## config.mk

```make
export PLATFORM = sky130hd
export DESIGN_NAME = seq_mul_unit
export DESIGN_NICKNAME = d
export VERILOG_FILES = /design/src/rtl/seq_mul_unit.sv
export SDC_FILE = /design/constraint.sdc
export NUM_CORES = 1
export LEC_CHECK = 0
export ABC_CLOCK_PERIOD_IN_PS = 3200
export BUFFER_PORTS_ARGS = -buffer_cell sky130_fd_sc_hd__buf_2
export CORE_MARGIN = 2
export CORE_UTILIZATION = 50
export CTS_CLUSTER_SIZE = 16
export DETAILED_ROUTE_END_ITERATION = 10
export PLACE_DENSITY = 0.78
export RECOVER_POWER = 50
export SLEW_MARGIN = 20
export SYNTH_ARGS = -nofsm -noshare
export SYNTH_HDL_FRONTEND = slang
export SYNTH_SLANG_ARGS = --single-unit
```

## constraint.sdc

```tcl
create_clock -name CLK -period 3.2 [get_ports CLK]
set_input_delay 0.48 -clock CLK [delete_from_list [all_inputs] [get_ports CLK]]
set_output_delay 0.48 -clock CLK [all_outputs]
set_load 0.05 [all_outputs]
```

## src/rtl/seq_mul_unit.sv

```systemverilog
// Iterative shift-and-add multiplier for the execute path: one partial product per cycle,
// sign handled by magnitude/negate, selected product byte returned through the register-file write port.
module seq_mul_unit #(
    parameter int WIDTH  = 8,
    parameter int ADDR_W = 3
) (
    input  logic              CLK,
    input  logic              RESET,
    input  logic              START,
    input  logic [WIDTH-1:0]  DATA1,
    input  logic [WIDTH-1:0]  DATA2,
    input  logic [ADDR_W-1:0] DEST,
    input  logic              SIGNED_OP,
    input  logic              HIGH_SEL,
    output logic              BUSY,
    output logic [WIDTH-1:0]  RESULT,
    output logic              WRITE_EN,
    output logic [ADDR_W-1:0] WRITE_ADDR,
    output logic              DONE
);

    localparam int CNT_W = $clog2(WIDTH + 1);

    typedef enum logic [1:0] {
        S_IDLE = 2'd0,
        S_CALC = 2'd1,
        S_WB   = 2'd2
    } state_t;

    state_t                 r_state;
    state_t                 w_next_state;
    logic [CNT_W-1:0]       r_cnt;
    logic [2*WIDTH-1:0]     r_acc;
    logic [WIDTH-1:0]       r_mcand;
    logic [WIDTH-1:0]       r_mplier;
    logic                   r_sign;
    logic                   r_high_sel;

    logic                   w_last;
    logic [WIDTH-1:0]       w_addend;
    logic [WIDTH:0]         w_sum;
    logic [2*WIDTH-1:0]     w_acc_shift;
    logic [2*WIDTH-1:0]     w_product;

    // Two's-complement magnitude of an operand; -2^(W-1) maps to 2^(W-1), which still fits unsigned.
    function automatic logic [WIDTH-1:0] magnitude(input logic [WIDTH-1:0] v, input logic is_signed);
        return (is_signed && v[WIDTH-1]) ? (~v + WIDTH'(1)) : v;
    endfunction

    function automatic logic [2*WIDTH-1:0] apply_sign(input logic [2*WIDTH-1:0] p, input logic neg);
        return neg ? (~p + (2*WIDTH)'(1)) : p;
    endfunction

    assign w_last      = (r_cnt == CNT_W'(WIDTH - 1));
    assign w_addend    = r_mplier[0] ? r_mcand : '0;
    assign w_sum       = {1'b0, r_acc[2*WIDTH-1:WIDTH]} + {1'b0, w_addend};
    // The adder carry becomes the new MSB as the accumulator shifts right.
    assign w_acc_shift = {w_sum, r_acc[WIDTH-1:1]};
    assign w_product   = apply_sign(w_acc_shift, r_sign);

    always_ff @(posedge CLK) begin
        if (RESET) begin
            r_state <= S_IDLE;
        end else begin
            r_state <= w_next_state;
        end
    end

    always_comb begin
        w_next_state = r_state;
        case (r_state)
            S_IDLE:  if (START) w_next_state = S_CALC;
            S_CALC:  if (w_last) w_next_state = S_WB;
            S_WB:    w_next_state = S_IDLE;
            default: w_next_state = S_IDLE;
        endcase
    end

    always_ff @(posedge CLK) begin
        if (RESET) begin
            r_cnt      <= '0;
            BUSY       <= 1'b0;
            RESULT     <= '0;
            WRITE_EN   <= 1'b0;
            WRITE_ADDR <= '0;
            DONE       <= 1'b0;
        end else begin
            case (r_state)
                S_IDLE: begin
                    WRITE_EN <= 1'b0;
                    DONE     <= 1'b0;
                    if (START) begin
                        r_mcand    <= magnitude(DATA1, SIGNED_OP);
                        r_mplier   <= magnitude(DATA2, SIGNED_OP);
                        r_sign     <= SIGNED_OP & (DATA1[WIDTH-1] ^ DATA2[WIDTH-1]);
                        r_high_sel <= HIGH_SEL;
                        r_acc      <= '0;
                        r_cnt      <= '0;
                        WRITE_ADDR <= DEST;
                        BUSY       <= 1'b1;
                    end
                end
                S_CALC: begin
                    r_acc    <= w_acc_shift;
                    r_mplier <= r_mplier >> 1;
                    r_cnt    <= r_cnt + CNT_W'(1);
                    if (w_last) begin
                        RESULT   <= r_high_sel ? w_product[2*WIDTH-1:WIDTH] : w_product[WIDTH-1:0];
                        WRITE_EN <= 1'b1;
                        DONE     <= 1'b1;
                    end
                end
                S_WB: begin
                    WRITE_EN <= 1'b0;
                    DONE     <= 1'b0;
                    BUSY     <= 1'b0;
                end
                default: begin
                    WRITE_EN <= 1'b0;
                    DONE     <= 1'b0;
                    BUSY     <= 1'b0;
                end
            endcase
        end
    end

endmodule

```

# After elaboration in Yosys (flattened, before gate mapping)
# Index checks and enable logic that the tools add are counted.
dict set report word_totals {
  register_bits 53
  input_bits 24
  out_inout_bits 14
  word_cells 55
}
dict set report classes {
  addsub 5
  eq_ne 4
  muxes 16
  bitwise 7
  n_reduce_logical 12
}
# operator n
set op_table {}
lappend op_table {{$mux W8} 5}
lappend op_table {{$mux W16} 2}
lappend op_table {{$pmux W16 S2} 1}
lappend op_table {{$add A16 B1 Y16 const B} 1}
lappend op_table {{$add A8 B1 Y8 const B} 2}
lappend op_table {{$not A16 Y16} 1}
lappend op_table {{$not A8 Y8} 2}
lappend op_table {{$pmux W8 S2} 1}
lappend op_table {{$reduce_and A2 Y1} 5}
lappend op_table {{$add A8 B8 Y9} 1}
lappend op_table {{$pmux W4 S2} 1}
lappend op_table {{$reduce_and A3 Y1} 2}
lappend op_table {{$add A4 B1 Y4 const B} 1}
lappend op_table {{$eq A4 B3 Y1 const B} 1}
lappend op_table {{$mux W2} 2}
lappend op_table {{$mux W4} 1}
lappend op_table {{$ne A2 B2 Y1 const B} 2}
lappend op_table {{$pmux W2 S2} 1}
lappend op_table {{$eq A2 B1 Y1 const B} 1}
lappend op_table {{$logic_and A1 B1 Y1} 2}
lappend op_table {{$logic_not A2 Y1} 1}
lappend op_table {{$not A1 Y1} 2}
lappend op_table {{$pmux W1 S2} 1}
lappend op_table {{$reduce_bool A2 Y1} 1}
lappend op_table {{4 further kinds} 4}

# Logic depth before layout (Yosys ltp)
dict set report depth {
  ltp_word 6
  depth_mapped 10
  depth_no_buf 10
}

# Worst setup path after synthesis
# No wires, ideal clock.
dict set report synth_path {
  path_kind {flip-flop to flip-flop}
  startpoint {register r_mplier[0]}
  endpoint {register RESULT[6]}
  setup_time_ns 0.116
  t_arrival_ns 2.565
  required_time_ns 3.084
  path_slack_ns 0.520
  stages_incl_launch_ff 11
  path_buffers 0
  synth_period_minus_slack_ns 2.680
  cell_sequence {edfxtp_1 > and2_1 > ha_1 > fa_1 > xnor2_1 > nand2_1 > or3_4 > nor3_1 > and3_1 > a31oi_1 > a31o_1}
}
dict set report synth_between {
  elab_chain_len 6
}
# item line
set synth_rtl {}
lappend synth_rtl {{start: declaration} 35} ;# logic [WIDTH-1:0] r_mplier;
lappend synth_rtl {{start signal: assignment} 94} ;# r_mplier <= magnitude(DATA2, SIGNED_OP);
lappend synth_rtl {{start signal: assignment} 105} ;# r_mplier <= r_mplier >> 1;
lappend synth_rtl {{$mux W8 (*)} 55} ;# assign w_addend = r_mplier[0] ? r_mcand : '0;
lappend synth_rtl {{$add A8 B8 Y9 (*)} 56} ;# assign w_sum = {1'b0, r_acc[2*WIDTH-1:WIDTH]} + {1'b0, w_addend};
lappend synth_rtl {{$not A16 Y16} 51} ;# return neg ? (~p + (2*WIDTH)'(1)) : p;
lappend synth_rtl {{$add A16 B1 Y16} 51}
lappend synth_rtl {{$mux W16 (*)} 51}
lappend synth_rtl {{$mux W8 (*)} 108} ;# RESULT <= r_high_sel ? w_product[2*WIDTH-1:WIDTH] : w_product[WIDTH-1:0];
lappend synth_rtl {{end signal: assignment} 108}
lappend synth_rtl {{end: declaration} 16} ;# output logic [WIDTH-1:0] RESULT,
# Mark *: on every way between the ends. The rest lies on a longest branch, timed or not.
# A chain may end at the register's enable or synchronous reset.

# Worst setup path after layout
dict set report layout_path {
  startpoint {register r_mplier[0]}
  endpoint {register RESULT[7]}
}
# The elaborated chain is that of the path after synthesis.

==> impl_metrics.json <==
{
  "status": "complete, no violations",
  "p_clk_share_pct": 27.6,
  "synth_common_cells": "nor2_1, edfxtp_1, a21oi_1, nand2_1, dfxtp_1",
  "clock-sinks": 52,
  "antenna_cells": 0,
  "die_h_um": 81.89,
  "core.rowCount": 28,
  "start_util_pct": 51.53,
  "drtIter0Drc": 143,
  "ir_drop_mv": 0.2435,
  "grt_start_max_net_pins": 25,
  "slew_viol_final": 0,
  "synthesis.area_um2": 3033,
  "p_comb_share_pct": 18.5,
  "nets": 384,
  "pin_count": 38,
  "finalPower_mw": 1.443,
  "synth_cell_types": 57,
  "finalHoldViolations": 0,
  "switchingPower_mw": 0.4069,
  "met2_length_mm": 2.909,
  "critical_path_class": "flop to flop",
  "min_to": "r_high_sel",
  "p_int_mw": 1.036,
  "ctsHoldBuffers": 0,
  "dieArea_um2": 6705,
  "synth_area_per_cell_um2": 9.752,
  "tightest_slew_ps": 1408,
  "arrival_ps": 3090,
  "dpl.hpwl_mm": 4.306,
  "skew_ps": 4.775,
  "r2r-start": "r_mplier[0]",
  "seqCellArea_um2": 1371,
  "maxSlewHeadroom_pct": 6.155,
  "wl_met3_um": 209,
  "synth_top_cells_by_area": "edfxtp_1, dfxtp_1, ha_1, nor2_1, xor2_1",
  "synth_edf_count": 33,
  "p_per_area_nw_per_um2": 428.9,
  "cts_tree": "built",
  "synth_ff_type": "edfxtp_1",
  "drive_gt1_share_pct": 16.95,
  "drt-total-wl_mm": 5.855,
  "clk_path_buf_depth": 2,
  "globalRouteOverflowTotal": 0,
  "fill_cells": 522,
  "via_count": 2341,
  "yosysMostFrequentCell": "nor2_1",
  "ys_seq_area_share_pct": 45.21,
  "grt_pass1_wl_mm": 9.949,
  "yosysTopAreaCell": "edfxtp_1",
  "routed.top_layer": "met4",
  "maxCapViolCount": 0,
  "grt_usage_pct": 19.22,
  "required_ps": 3420,
  "htreeDepth": 2,
  "start_kind": "flop",
  "post_drt_wl_per_cell_um": 13.84,
  "cts-root-buf": "clkbuf_8",
  "p_leak_nw": 1.363,
  "ctsResizeCount": 0,
  "clk_pin_slew_worst_paths_ps": 100,
  "min_path_type": "primary input to flop",
  "synthArstFlopShare_pct": 0,
  "detail-route-antenna-nets": 0,
  "timing.rr.end": "RESULT[7]",
  "synth_top_area_share_pct": 32.67,
  "multi_input_area_um2": 1570,
  "worstRegToRegCells": 10,
  "io_buffer_count": 37,
  "area_delta_synth_final_pct": 10.89,
  "fin_cells": 423,
  "core_area_um2": 5886,
  "cts_made_buffers": 5,
  "route.detailed.drc": 0,
  "worst-path-max-fanout": 8,
  "synth_warnings": 0,
  "clock.fmax_mhz": 348.7,
  "grt_pass1_vias": 2204,
  "clk_latency_ps": 310,
  "ys_seq_elements": 52,
  "period_share_pct": 89.63,
  "met1_length_mm": 2.644,
  "grt_setup_unrepaired": "false",
  "syn_inst": 311,
  "dp_cells": 415,
  "vias_per_cell": 5.534,
  "setup_viol": 0,
  "reg2reg_slack_ps": 330,
  "whs_path_depth": 1,
  "min_from": "HIGH_SEL",
  "chipWidth_um": 81.89,
  "cts_setup_buffers": 0,
  "synth_nets": 348,
  "finalInstanceArea_um2": 3363,
  "period_minus_slack_ps": 2868,
  "gp_congestion": 0.8494,
  "sequentialPowerShare_pct": 53.9,
  "finalSetupTns_ps": 0,
  "antenna_found_initial": 0,
  "p_sw_share_pct": 28.21,
  "cp-end-kind": "flop",
  "drtPass1Iterations": 4,
  "place_area_um2": 3284
}
[per-stage QoR]
stage / hold WS, ps / util [%] / worst slack (ps)
finish: 398.1 / 57.14 / 331.9
global route: 390.6 / 57.14 / 34.12
CTS: 360.7 / 57.44 / 317.3
detailed placement: 455.0 / 55.80 / 364.9
global placement: 442.2 / 55.80 / 482.6
floorplan: 491.0 / - / 519.9
[layer usage]
metal	vias up	GRT usage (%)
met5	-	0
met4	0	7.333
met3	9	3.626
met2	46	32.85
met1	1101	24.01
li1	1185	-
[final cells by class]
cell class	count	share of cell area [%]
clock buffers	6	2.455
clock inverters	2	0.4092
inverters	9	1.004
multi-input cells	238	46.69
flip-flops and latches	52	40.77
well taps	75	2.790
repair buffers	41	5.878
[flip-flops by register name, indices dropped and copies added, names as in the netlist]
| signal | cells |
|---|---|
| r_acc | 15 |
| RESULT | 8 |
| r_mcand | 8 |
| r_mplier | 8 |
| r_cnt | 4 |
| WRITE_ADDR | 3 |
| r_state | 2 |
| BUSY | 1 |
| DONE | 1 |
| r_high_sel | 1 |
| r_sign | 1 |
[power by group through the flow]
stage | Sequential (mW) | Clock, mW | Combinational [mW]
floorplan | 0.796 | 0 | 0.190
global placement | 0.791 | 0 | 0.264
detailed placement | 0.792 | 0 | 0.270
CTS | 0.777 | 0.410 | 0.272
global route | 0.783 | 0.435 | 0.299
finish | 0.778 | 0.398 | 0.267
[cell families (layout without fill, tap and decap cells)]
kind of cell,count (synthesis),after routing,synth area share (%)
xor+xnor,26,26,7.756
compound gates,71,71,14.73
buf+inv,21,58,3.176
fa+ha+maj,13,13,5.610
simple gates,122,122,21.45
flops,52,52,45.21
mux,6,6,2.063
[worst max-delay path by stage]
stage,from,end,slack (ps),cells after the start
2_1_floorplan,r_mplier[0],RESULT[6],520,10
3_3_place_gp,r_mplier[0],RESULT[6],480,10
3_5_place_dp,r_mplier[0],RESULT[6],360,10
4_1_cts,r_mplier[0],RESULT[7],320,10
5_1_grt,r_mplier[0],RESULT[7],30,10
6_report,r_mplier[0],RESULT[7],330,10
[layout by cell type, fill, tap and decap left out, drive strengths merged, types with 2 or more instances in the layout]
cell | Yosys | layout
nand4 | 2 | 2
mux2i | 4 | 4
or3 | 4 | 4
xor2 | 15 | 15
and2 | 19 | 19
ha | 12 | 12
a31o | 2 | 2
xnor2 | 11 | 11
clkbuf | 11 | 14
mux2 | 2 | 2
a21oi | 24 | 24
nand2 | 21 | 21
edfxtp | 33 | 33
o31ai | 4 | 4
nand3b | 2 | 2
nor2 | 40 | 40
a21boi | 2 | 2
nor3b | 2 | 2
a21o | 3 | 3
buf | 1 | 33
a31oi | 3 | 3
inv | 9 | 10
and3 | 4 | 4
a211oi | 5 | 5
dfxtp | 19 | 19
nor3 | 12 | 12
a211o | 2 | 2
a22oi | 3 | 3
nand3 | 6 | 6
nor4 | 2 | 2
nand2b | 3 | 3
a311oi | 2 | 2
o21ai | 19 | 19
[critical path, cell delays in order (launching register included)]
cell      delay (ps)
edfxtp_1         470
and2_1           180
ha_1             210
fa_1             440
a211oi_2         280
o21bai_1         120
a21oi_1          180
xor2_1           360
nand4_1          180
mux2i_1          150
a311oi_1         230
Power figures use the tool's default switching activity.
